## src/rtl/sweep_regfile.sv

```systemverilog
// sweep_regfile: 32 x WIDTH register file that clears itself by sweeping after reset; SWEEP_REGFILE_BYPASS_EN adds same-cycle write-to-read bypass
module sweep_regfile #(
    parameter int WIDTH = 32
) (
    input  logic             Clk,
    input  logic             Reset,
    input  logic [4:0]       ReadRegister1,
    input  logic [4:0]       ReadRegister2,
    output logic [WIDTH-1:0] ReadData1,
    output logic [WIDTH-1:0] ReadData2,
    input  logic [4:0]       WriteRegister,
    input  logic [WIDTH-1:0] WriteData,
    input  logic             RegWrite,
    output logic             Ready
);
    localparam logic CLEAR = 1'b0;
    localparam logic RUN   = 1'b1;

    logic             state_q, state_d;
    logic [4:0]       cnt_q, cnt_d;
    logic [WIDTH-1:0] regs_q [32];
    logic             we;
    logic [4:0]       waddr;
    logic [WIDTH-1:0] wdata;

    // sweep advances one register per edge and parks at 31 when entering RUN
    always_comb begin
        state_d = (state_q == CLEAR && cnt_q == 5'd31) ? RUN : state_q;
        cnt_d   = (state_q == CLEAR && cnt_q != 5'd31) ? cnt_q + 5'd1 : cnt_q;
    end

    // state and sweep counter registers
    always_ff @(posedge Clk) begin
        if (Reset) begin
            state_q <= CLEAR;
            cnt_q   <= 5'd1;
        end else begin
            state_q <= state_d;
            cnt_q   <= cnt_d;
        end
    end

    // single write port shared by the clearing sweep and user writes; reset drops both
    always_comb begin
        we    = !Reset && (state_q == CLEAR || (RegWrite && WriteRegister != 5'd0));
        waddr = (state_q == CLEAR) ? cnt_q : WriteRegister;
        wdata = (state_q == CLEAR) ? '0 : WriteData;
    end

    // register array; entry 0 is never written and never read
    always_ff @(posedge Clk) begin
        if (we)
            regs_q[waddr] <= wdata;
    end

    assign Ready = (state_q == RUN);

`ifdef SWEEP_REGFILE_BYPASS_EN
    logic byp;
    // forward in-flight write data to a matching read port
    always_comb begin
        byp       = Ready && RegWrite && WriteRegister != 5'd0;
        ReadData1 = (!Ready || ReadRegister1 == 5'd0) ? '0 :
                    (byp && ReadRegister1 == WriteRegister) ? WriteData : regs_q[ReadRegister1];
        ReadData2 = (!Ready || ReadRegister2 == 5'd0) ? '0 :
                    (byp && ReadRegister2 == WriteRegister) ? WriteData : regs_q[ReadRegister2];
    end
`else
    // plain combinational reads, zeroed while not ready and for register 0
    always_comb begin
        ReadData1 = (!Ready || ReadRegister1 == 5'd0) ? '0 : regs_q[ReadRegister1];
        ReadData2 = (!Ready || ReadRegister2 == 5'd0) ? '0 : regs_q[ReadRegister2];
    end
`endif
endmodule
```

## config.mk

```make
export PLATFORM = sky130hd
export DESIGN_NAME = sweep_regfile
export DESIGN_NICKNAME = d
export VERILOG_FILES = /design/src/rtl/sweep_regfile.sv
export SDC_FILE = /design/constraint.sdc
export NUM_CORES = 1
export LEC_CHECK = 0
export ABC_CLOCK_PERIOD_IN_PS = 7400
export CORE_MARGIN = 2
export CORE_UTILIZATION = 44
export DETAILED_ROUTE_END_ITERATION = 16
export PLACE_DENSITY_LB_ADDON = 0.05
export SYNTH_ARGS = -nofsm -noshare
export SYNTH_HDL_FRONTEND = slang
export SYNTH_SLANG_ARGS = --single-unit
```

## constraint.sdc

```tcl
create_clock -name Clk -period 7.4 [get_ports Clk]
set_clock_uncertainty 0.1 [all_clocks]
set_input_delay 1.11 -clock Clk [delete_from_list [all_inputs] [get_ports Clk]]
set_output_delay 1.11 -clock Clk [all_outputs]
set_load 0.02 [all_outputs]
```

==> results.json <==
{
  "status": "finished clean",
  "synthArstFlopShare": 0,
  "yosys-top-cells-count": "edfxtp_1, mux4_2, mux2i_1",
  "intPower_mw": 9.734,
  "clk_pin_slew_ns": 0.05,
  "clock_path_buffers": 3,
  "seq_area_frac_synth": 0.6465,
  "clock_sinks": 1030,
  "ant_nets": 0,
  "area_growth_pct": 13.09,
  "synth_xor_area_frac": 0.0005502,
  "max_slew_margin": 0.1447,
  "htreeDepth": 3,
  "worst_pin_slew_ns": 1.283,
  "drcViolationCount": 0,
  "wl_um": 158800,
  "p_comb_frac": 0.070,
  "end_kind": "primary output",
  "power_frac_seq": 0.511,
  "synth.top_cells.by_area": "edfxtp_1, mux4_2, mux2i_1",
  "syn_nets": 2409,
  "synth_compound_area_frac": 0.05122,
  "fin_nets": 2521,
  "dp_hpwl_um": 87240,
  "antenna_found_initial": 7,
  "die_x_um": 333.4,
  "grt_start_max_net_pins": 125,
  "tns_ns": 0,
  "grt_use_total": 0.2845,
  "rsz0062_at_grt": "false",
  "grt_overflow": 0,
  "synth.mux.area_fraction": 0.2663,
  "cts_buffers": 109,
  "synth_warnings": 0,
  "fmax_mhz": 153.3,
  "wl_per_cell_um": 40.05,
  "setup_viol": 0,
  "p_per_area_nw_per_um2": 232.4,
  "power_switching_mw": 2.816,
  "yosys.area_share.simple": 0.01279,
  "hold_slack_ns": 0.4235,
  "critPathMaxFanout": 29,
  "drtIter0Drc": 2983,
  "hold_buffers": 0,
  "die-area_um2": 111200,
  "slew_viol_final": 0,
  "post-synth-top-count-cell": "edfxtp_1",
  "cts_root_buf": "clkbuf_16",
  "syn_avg_cell_area_um2": 20.26,
  "drive_above_1_share": 0.2965,
  "postCtsSetupBuffers": 0,
  "io_buffers": 114,
  "place_area_um2": 50620,
  "gp_congestion": 0.7874,
  "switching_share": 0.2244,
  "yosysTopAreaCell": "edfxtp_1",
  "fin_area_um2": 54000,
  "period_needed_ns": 6.522,
  "vias_per_cell": 6.842,
  "synth_cell_types": 49,
  "hp-class": "reg2reg",
  "core_area_um2": 107400,
  "required_ns": 6.19,
  "grt_pass1_vias": 28040,
  "finalHoldViolations": 0,
  "path_cells": "clkdlybuf4s50_1 > or3_2 > o31ai_4 > buf_4 > a2111oi_2 > clkdlybuf4s50_1",
  "synthesis.area_um2": 47750,
  "via_count": 27130,
  "synth_ff_type": "edfxtp_1",
  "cts_tree": "built",
  "arrival_ns": 5.31,
  "placementRows": 120,
  "synthCells": 2357,
  "vdd_drop_max_mv": 0.1796,
  "slowest_delay_ns": 1.01,
  "synth_top_family_by_area": "multiplexers",
  "synth_edf_count": 1024,
  "fin_crit_sh": 0.8813,
  "postCtsResizedCells": 0,
  "clock_latency_ns": 0.68,
  "worstSetupPathType": "in2out",
  "synth_top_area_frac": 0.6439,
  "grt_pass1_wl_um": 220300,
  "cap_violations": 0,
  "firstDrtPassIters": 5,
  "cp_common_cell": "clkdlybuf4s50_1",
  "clock_power_share": 0.419,
  "fp.dieH_um": 333.4,
  "critPathSlowestCell": "or3_2",
  "synthAdderAreaFrac": 0.0005240,
  "initial_core_util": 0.4448,
  "cp-start-kind": "input port",
  "leakage_nw": 16.76,
  "ios": 115,
  "ys_ff_latch": 1030
}
==> power by group through the flow <==
stage | Clock, mW | Sequential (mW) | Combinational, mW
global placement | 0 | 6.53 | 0.876
detailed placement | 0 | 6.53 | 0.877
floorplan | 0 | 6.52 | 0.598
global route | 5.57 | 6.41 | 0.917
CTS | 5.35 | 6.41 | 0.879
finish | 5.26 | 6.41 | 0.876
==> worst max-delay path, delay by kind of cell <==
| family | cells | cell delay [ns] |
|---|---|---|
| buf+inv | 3 | 2.04 |
| simple gates | 1 | 1.01 |
| compound gates | 2 | 1.05 |
==> stage by stage <==
step                  util  instances  power, mW  setup slack (ns)
detailed placement  0.4716       3761      7.409             1.048
floorplan                -       2357      7.121             3.271
global placement    0.4715       3761      7.406            0.5753
CTS                 0.5030       3963      12.64             1.041
finish              0.5030       3965      12.55            0.8781
global route        0.5030       3963      12.90            0.9481
==> sequential cells by signal, indices dropped and copies added (netlist names) <==
| name | flops |
|---|---|
| Ready | 1 |
| regs_q | 1024 |
| cnt_q | 5 |
==> final timing paths <==
path	from	endpoint	slack, ns	cells after the start
worst min register to register	cnt_q[4]	cnt_q[4]	0.42	2
worst max register to register	Ready	regs_q[1][27]	3.72	4
worst max-delay path	ReadRegister2[3]	ReadData2[30]	0.88	6
worst min-delay path	cnt_q[4]	cnt_q[4]	0.42	2
==> logic make-up after synthesis <==
group	count (synthesis)
DFF	1030
muxes	710
AOI/OAI and AO/OA	298
buffers and inverters	196
and+or+nand+nor	118
xor gates and xnor gates	3
adders and majority gates	2
==> placed cells by master, fill, tap and decap left out, types with 5 or more instances in the layout <==
master              n
bufinv_16           6
a211oi_1           31
clkinv_1           23
clkinv_2           23
clkbuf_16         112
o22a_1             32
clkdlybuf4s50_1   107
a2111oi_2          24
mux2i_1           258
a2111oi_0           8
nor2_1              8
o221ai_1           63
a22oi_1            32
nand2_1            15
a21oi_1            35
mux4_2            448
and2_1             32
nor2_4             33
o22ai_1            31
edfxtp_1         1024
dfxtp_1             5
buf_4              76
clkbuf_1           29
a22o_1             32
buf_12              8
==> layer usage <==
metal  routed length, um  track usage  share of wire
met5                   9            0       0.000057
met4                5089      0.08655          0.032
met3               12370      0.05343          0.078
met2               78480       0.4716           0.49
met1               62830       0.3836           0.40
==> cell type report <==
class	instances	area [um^2]
multi-input combinational	1131	16120
sequential	1030	30870
timing repair buffer	196	1873
inverter	1	3.754
clock buffer	141	2912
tap	1403	1755
fill	8522	53350
antenna	2	5.005
clock inverter	61	462.9
Note: power is estimated with default switching activity, not from simulation.
